==> config.mk <==
export PLATFORM = sky130hd
export DESIGN_NAME = uart_receiver
export DESIGN_NICKNAME = d
export VERILOG_FILES = /design/src/rtl/uart_receiver.sv
export SDC_FILE = /design/constraint.sdc
export NUM_CORES = 1
export LEC_CHECK = 0
export CELL_PAD_IN_SITES_DETAIL_PLACEMENT = 1
export CELL_PAD_IN_SITES_GLOBAL_PLACEMENT = 1
export CORE_MARGIN = 1
export CORE_UTILIZATION = 35
export DETAILED_ROUTE_END_ITERATION = 6
export GPL_TIMING_DRIVEN = 1
export PLACE_DENSITY = 0.7
export SYNTH_ARGS = -nofsm -noshare
export SYNTH_HDL_FRONTEND = slang
export SYNTH_SLANG_ARGS = --single-unit
==> constraint.sdc <==
create_clock -name clk -period 5.8 [get_ports clk]
set_input_delay 0.87 -clock clk [delete_from_list [all_inputs] [get_ports clk]]
set_output_delay 0.87 -clock clk [all_outputs]
set_load 0.01 [all_outputs]
==> src/rtl/uart_receiver.sv <==
// 8N1 UART receiver: two-flop input synchronizer, single mid-bit sample per bit,
// one-cycle valid / frame_error pulses, break (line held low) absorbed in WAIT_HIGH.
module uart_receiver #(
    parameter int CLKS_PER_BIT = 5208
) (
    input  logic       clk,
    input  logic       rst,
    input  logic       udata,
    output logic [7:0] out,
    output logic       valid,
    output logic       busy,
    output logic       frame_error
);

    typedef enum logic [2:0] {
        IDLE,
        START,
        DATA,
        STOP,
        WAIT_HIGH
    } state_t;

    localparam logic [12:0] BIT_END  = 13'(CLKS_PER_BIT - 1);
    localparam logic [12:0] HALF_END = 13'(CLKS_PER_BIT / 2 - 1);

    state_t      state, state_next;
    logic        sync1, rx;
    logic [12:0] cnt, cnt_next;
    logic [2:0]  idx, idx_next;
    logic [7:0]  shreg, shreg_next;
    logic [7:0]  out_next;
    logic        valid_next, ferr_next;

    always_ff @(posedge clk) begin
        if (rst) begin
            sync1       <= 1'b1;
            rx          <= 1'b1;
            state       <= IDLE;
            cnt         <= '0;
            idx         <= '0;
            shreg       <= '0;
            out         <= '0;
            valid       <= 1'b0;
            frame_error <= 1'b0;
        end else begin
            sync1       <= udata;
            rx          <= sync1;
            state       <= state_next;
            cnt         <= cnt_next;
            idx         <= idx_next;
            shreg       <= shreg_next;
            out         <= out_next;
            valid       <= valid_next;
            frame_error <= ferr_next;
        end
    end

    always_comb begin
        state_next = state;
        cnt_next   = cnt;
        idx_next   = idx;
        shreg_next = shreg;
        out_next   = out;
        valid_next = 1'b0;
        ferr_next  = 1'b0;
        case (state)
            IDLE: begin
                cnt_next = '0;
                if (!rx) state_next = START;
            end
            START: begin
                // Half a bit in: confirm the start bit is still low, else treat as a glitch.
                if (cnt == HALF_END) begin
                    cnt_next   = '0;
                    idx_next   = '0;
                    state_next = rx ? IDLE : DATA;
                end else begin
                    cnt_next = cnt + 13'd1;
                end
            end
            DATA: begin
                if (cnt == BIT_END) begin
                    shreg_next[idx] = rx;
                    cnt_next        = '0;
                    idx_next        = idx + 3'd1;
                    if (idx == 3'd7) state_next = STOP;
                end else begin
                    cnt_next = cnt + 13'd1;
                end
            end
            STOP: begin
                if (cnt == BIT_END) begin
                    cnt_next = '0;
                    if (rx) begin
                        out_next   = shreg;
                        valid_next = 1'b1;
                        state_next = IDLE;
                    end else begin
                        ferr_next  = 1'b1;
                        state_next = WAIT_HIGH;
                    end
                end else begin
                    cnt_next = cnt + 13'd1;
                end
            end
            WAIT_HIGH: begin
                cnt_next = '0;
                if (rx) state_next = IDLE;
            end
            default: begin
                cnt_next   = '0;
                state_next = IDLE;
            end
        endcase
    end

    assign busy = (state != IDLE);

endmodule

# Yosys cells after proc, flatten, opt, wreduce, memory -nomap -nowiden
# Index checks and enable logic that the tools add are counted.
dict set report totals {
  out_inout_bits 11
  regBits 39
  wordCells 58
  in_bits 3
}
dict set report classes {
  add_sub_neg 2
  muxes 20
  n_eq_ne 13
  n_reduce_logical 10
  bitwise_logic 2
  magnitude_cmp 2
}
# op n
set ops {}
lappend ops {{3-bit two-way mux} 9}
lappend ops {{13-bit two-way mux} 2}
lappend ops {{13-bit one-hot mux with 2 select lines} 1}
lappend ops {{3-bit one-hot mux with 5 select lines} 1}
lappend ops {{13-bit by 1-bit adder with 13-bit output (second input constant)} 1}
lappend ops {{13-bit by 12-bit equality test with 1-bit output (second input constant)} 1}
lappend ops {{13-bit equality test (second input constant)} 1}
lappend ops {{2-bit != test (second input constant)} 6}
lappend ops {{8-bit bitwise mux} 1}
lappend ops {{3-bit by 2-bit equality test with 1-bit output (second input constant)} 2}
lappend ops {{3-bit equality test (second input constant)} 2}
lappend ops {{3-bit one-hot mux with 2 select lines} 1}
lappend ops {{3-bit AND reduction} 2}
lappend ops {{6-bit AND reduction} 1}
lappend ops {{3-bit by 4-bit less-than comparator with 1-bit output (second input constant)} 1}
lappend ops {{3-bit by 1-bit adder with 3-bit output (second input constant)} 1}
lappend ops {{1-bit demux with 3-bit select} 1}
lappend ops {{3-bit by 1-bit equality test with 1-bit output (second input constant)} 1}
lappend ops {{3-bit by 1-bit greater-or-equal comparator with 1-bit output (second input constant)} 1}
lappend ops {{3-bit logical NOT} 1}
lappend ops {{1-bit two-way mux} 3}
lappend ops {{3-bit nonzero test} 1}
lappend ops {{3-bit OR reduction} 1}
lappend ops {{2-bit two-way mux} 1}
lappend ops {{5 further kinds} 6}

# Longest topological paths before layout
dict set report logic_depth {
  word_depth 5
  depth_mapped 7
  depth_no_buf 6
}

# Worst setup path after synthesis
# Ideal clock, no wire load.
dict set report synth_timing {
  kind {register to register}
  from {register cnt[0]}
  to {register cnt[10]}
  setup_time_ns 0.115
  synth_period_minus_slack_ns 2.164
  setup_slack_ns 3.636
  arrival_ns 2.049
  path_buffers 1
  path_stages_with_launch 8
  required_time_ns 5.685
  cell_sequence {dfxtp_1 -> ha_1 -> or3b_4 -> or4_4 -> a22oi_2 -> or4_4 -> buf_6 -> nor2_1}
}
dict set report synth_between {
  elab_chain_cells 3
  elab_cells_between_ends 6
  classes_between {add/sub: 1; eq/ne: 2; mux: 3}
}
# element line
set synth_rtl {}
lappend synth_rtl {{start: declaration} 28} ;# logic [12:0] cnt, cnt_next;
lappend synth_rtl {{start signal: assignment} 49} ;# cnt <= cnt_next;
lappend synth_rtl {{13-bit by 1-bit adder with 13-bit output, or another cell as far along} {78, 88, 103}}
lappend synth_rtl {{13-bit two-way mux, on equally long branches} {82, 92, 73}}
lappend synth_rtl {{13-bit one-hot mux with 2 select lines (*)} 66} ;# case (state)
# Mark *: on every way between the ends. The rest lies on a longest branch, timed or not.
# A chain may end at the register's enable or synchronous reset.

==> flow_metrics.env <==
export IMPL_via_count=1387
export IMPL_worst_slew_pin_slew_ns=1.02
export IMPL_coreArea_um2=4790
export IMPL_critPathCaptureType="flop"
export IMPL_status="finished clean"
export IMPL_cap_violations=0
export IMPL_cts_buffers=5
export IMPL_num_rows=25
export IMPL_skew_ns=0.0127
export IMPL_drtPass1Iterations=3
export IMPL_mostFrequentLayoutCells="dfxtp_1 (39), nor2_1 (30), nand2_1 (14)"
export IMPL_cts_buffer_depth=2
export IMPL_syn2layout_area_growth_pct=15.7
export IMPL_syn_area_per_cell_um2=8.86
export IMPL_finalSetupTns_ns=0
export IMPL_path_delay_family="simple AND/OR/NAND/NOR gates"
export IMPL_via_per_inst=5.01
export IMPL_p_leak_uw=0.000741
export IMPL_antenna_cells=0
export IMPL_grt_max_degree=30
export IMPL_grtUsageTotal=0.151
export IMPL_grt_pass1_wl_um=6180
export IMPL_yosysWarnings=0
export IMPL_slew_headroom=0.317
export IMPL_antenna_found_initial=0
export IMPL_synth_cell_types=41
export IMPL_post_cts_setup_buffer_count=0
export IMPL_setup_worst_path_start_class="input pin"
export IMPL_overflow=0
export IMPL_ctsResizeCount=0
export IMPL_antenna_left=0
export IMPL_seq_area_frac_synth=0.440
export IMPL_hold_viol_final=0
export IMPL_grt_pass1_vias=1375
export IMPL_rsz0062_at_grt="no"
export IMPL_synth_edf_count=0
export IMPL_cts_root_buffer="clkbuf_8"
export IMPL_worstHoldStart="sync1$_SDFF_PP1_"
export IMPL_max_freq_mhz=388
export IMPL_chipWidth_um=73.2
export IMPL_async_flop_share=0
export IMPL_dieArea_um2=5350
export IMPL_startpoint="rst"
export IMPL_setup_viol=0
export IMPL_post_route_period_util=0.445
export IMPL_cp_buffers_inverters=1
export IMPL_syn_nets=206
export IMPL_wl_per_cell_um=12.8
export IMPL_holdBufCountCts=0
export IMPL_worst_skew_pair_late_latency_ns=0.29
export IMPL_r2r_start="cnt[0]$_SDFF_PP0_"
export IMPL_dp_hpwl_um=2490
export IMPL_hold_path_class="reg -> reg"
export IMPL_max_stage_delay_ns=0.93
export IMPL_synth_flop_cell="dfxtp_1"
export IMPL_power_density_nw_per_um2=249
export IMPL_drt_total_wl_um=3550
export IMPL_nets=215
export IMPL_place_congestion=0.698
export IMPL_start_util=0.370
export IMPL_die_h_um=73.2
export IMPL_drv_slew=0
export IMPL_drcViolationCount=0
export IMPL_critPathKind="in -> reg"
export IMPL_critPathRequiredTime_ns=6.02
export IMPL_fin_crit_ns=2.58
export IMPL_pin_count=14
export IMPL_clk_pin_slew_ns=0.07
export IMPL_port_buffers=13
export IMPL_critical_path_slowest_cell="clkdlybuf4s50_1"
export IMPL_yosys_register_bits=39
export IMPL_drtIter0Drc=56
export IMPL_path_cells="clkdlybuf4s50_1 -> or4_4 -> nor2_1"
export IMPL_drive_above_1_share=0.0905
export IMPL_dp_worst_setup_slack_ns=2.89
export IMPL_final_common_cell="dfxtp_1"
export IMPL_setup_ws_ns=3.22
export IMPL_cts_tree="built"
export IMPL_h_tree_depth=2
export IMPL_syn_area_um2=1770
export IMPL_crit_arrival_ns=2.80
export IMPL_cts_sinks=39
export IMPL_crit_path_max_fanout=29
export IMPL_irDropWorstVdd_mv=0.152
export IMPL_synthCells=200
worst paths after layout:
path	to	slack, ns	depth (start not counted)
min	rx$_SDFF_PP1_	0.41	1
min reg2reg	rx$_SDFF_PP1_	0.41	1
max reg2reg	out[7]$_SDFFE_PP0P_	3.34	6
max	cnt[11]$_SDFF_PP0_	3.22	3
metrics by stage:
step	hold WS (ns)	utilization	area, um^2	total power, uW	cells
finish	0.413	0.429	2050	511	277
floorplan	0.389	-	1770	282	200
global placement	0.395	0.404	1930	285	269
detailed placement	0.396	0.404	1930	285	269
CTS	0.416	0.429	2050	520	277
global route	0.432	0.429	2050	530	277
worst reg2reg max path: cells and delay by family (launching register included):
| kind | cells | cell delay (ns) |
|---|---|---|
| DFF | 1 | 0.37 |
| and+or+nand+nor | 4 | 1.40 |
| muxes | 1 | 0.29 |
| adders and majority gates | 1 | 0.27 |
metal layers:
layer | part of all wire | routed length (um) | GRT usage | up-vias
met5 | 0 | 0 | 0 | -
met4 | 0.013 | 46 | 0.0588 | 0
met3 | 0.021 | 76 | 0.0373 | 5
met2 | 0.48 | 1710 | 0.260 | 11
met1 | 0.48 | 1710 | 0.180 | 650
li1 | - | - | - | 721
sequential cells by signal (all words and copies together) (netlist names):
| name | cells |
|---|---|
| frame_error | 1 |
| valid | 1 |
| out | 8 |
| rx | 1 |
| sync1 | 1 |
| state | 3 |
| shreg | 8 |
| idx | 3 |
| cnt | 13 |
cell type report:
| cell class | instances | area (um^2) |
|---|---|---|
| tap | 67 | 83.8 |
| sequential | 39 | 781 |
| fill | 566 | 2730 |
| clock inverter | 2 | 35.0 |
| inverter | 6 | 22.5 |
| multi-input combinational | 144 | 917 |
| timing repair buffer | 13 | 130 |
| clock buffer | 6 | 82.6 |
cells in the mapped netlist (all sizes together), types with 4 or more instances:
cell type	count	area, um^2
a21oi	13	65.1
clkbuf	9	33.8
dfxtp	39	781
inv	6	22.5
mux2i	9	90.1
nand2	15	58.8
nand3	10	50.1
nand4b	4	35.0
nor2	30	113
nor3	6	30.0
o21ai	5	25.0
or3	5	31.3
xnor2	4	35.0
xor2	7	61.3
power breakdown:
group / leakage [uW] / switching (uW) / internal, uW / total (uW)
clock: 0.0000612 / 93.3 / 139 / 232
combinational: 0.000365 / 5.61 / 3.19 / 8.80
sequential: 0.000315 / 1.23 / 268 / 270
total: 0.000741 / 100 / 411 / 511
kinds of logic (layout without fill, tap and decap cells):
kind of cell    Yosys count  count (layout)  synth area share
buf+inv                  17              27            0.0423
flops                    39              39             0.440
simple gates             94              94             0.294
compound gates           26              26            0.0910
fa+ha+maj                 3               3            0.0212
xor+xnor                 11              11            0.0543
mux                      10              10            0.0572
Note: power is estimated with default switching activity, not from simulation.
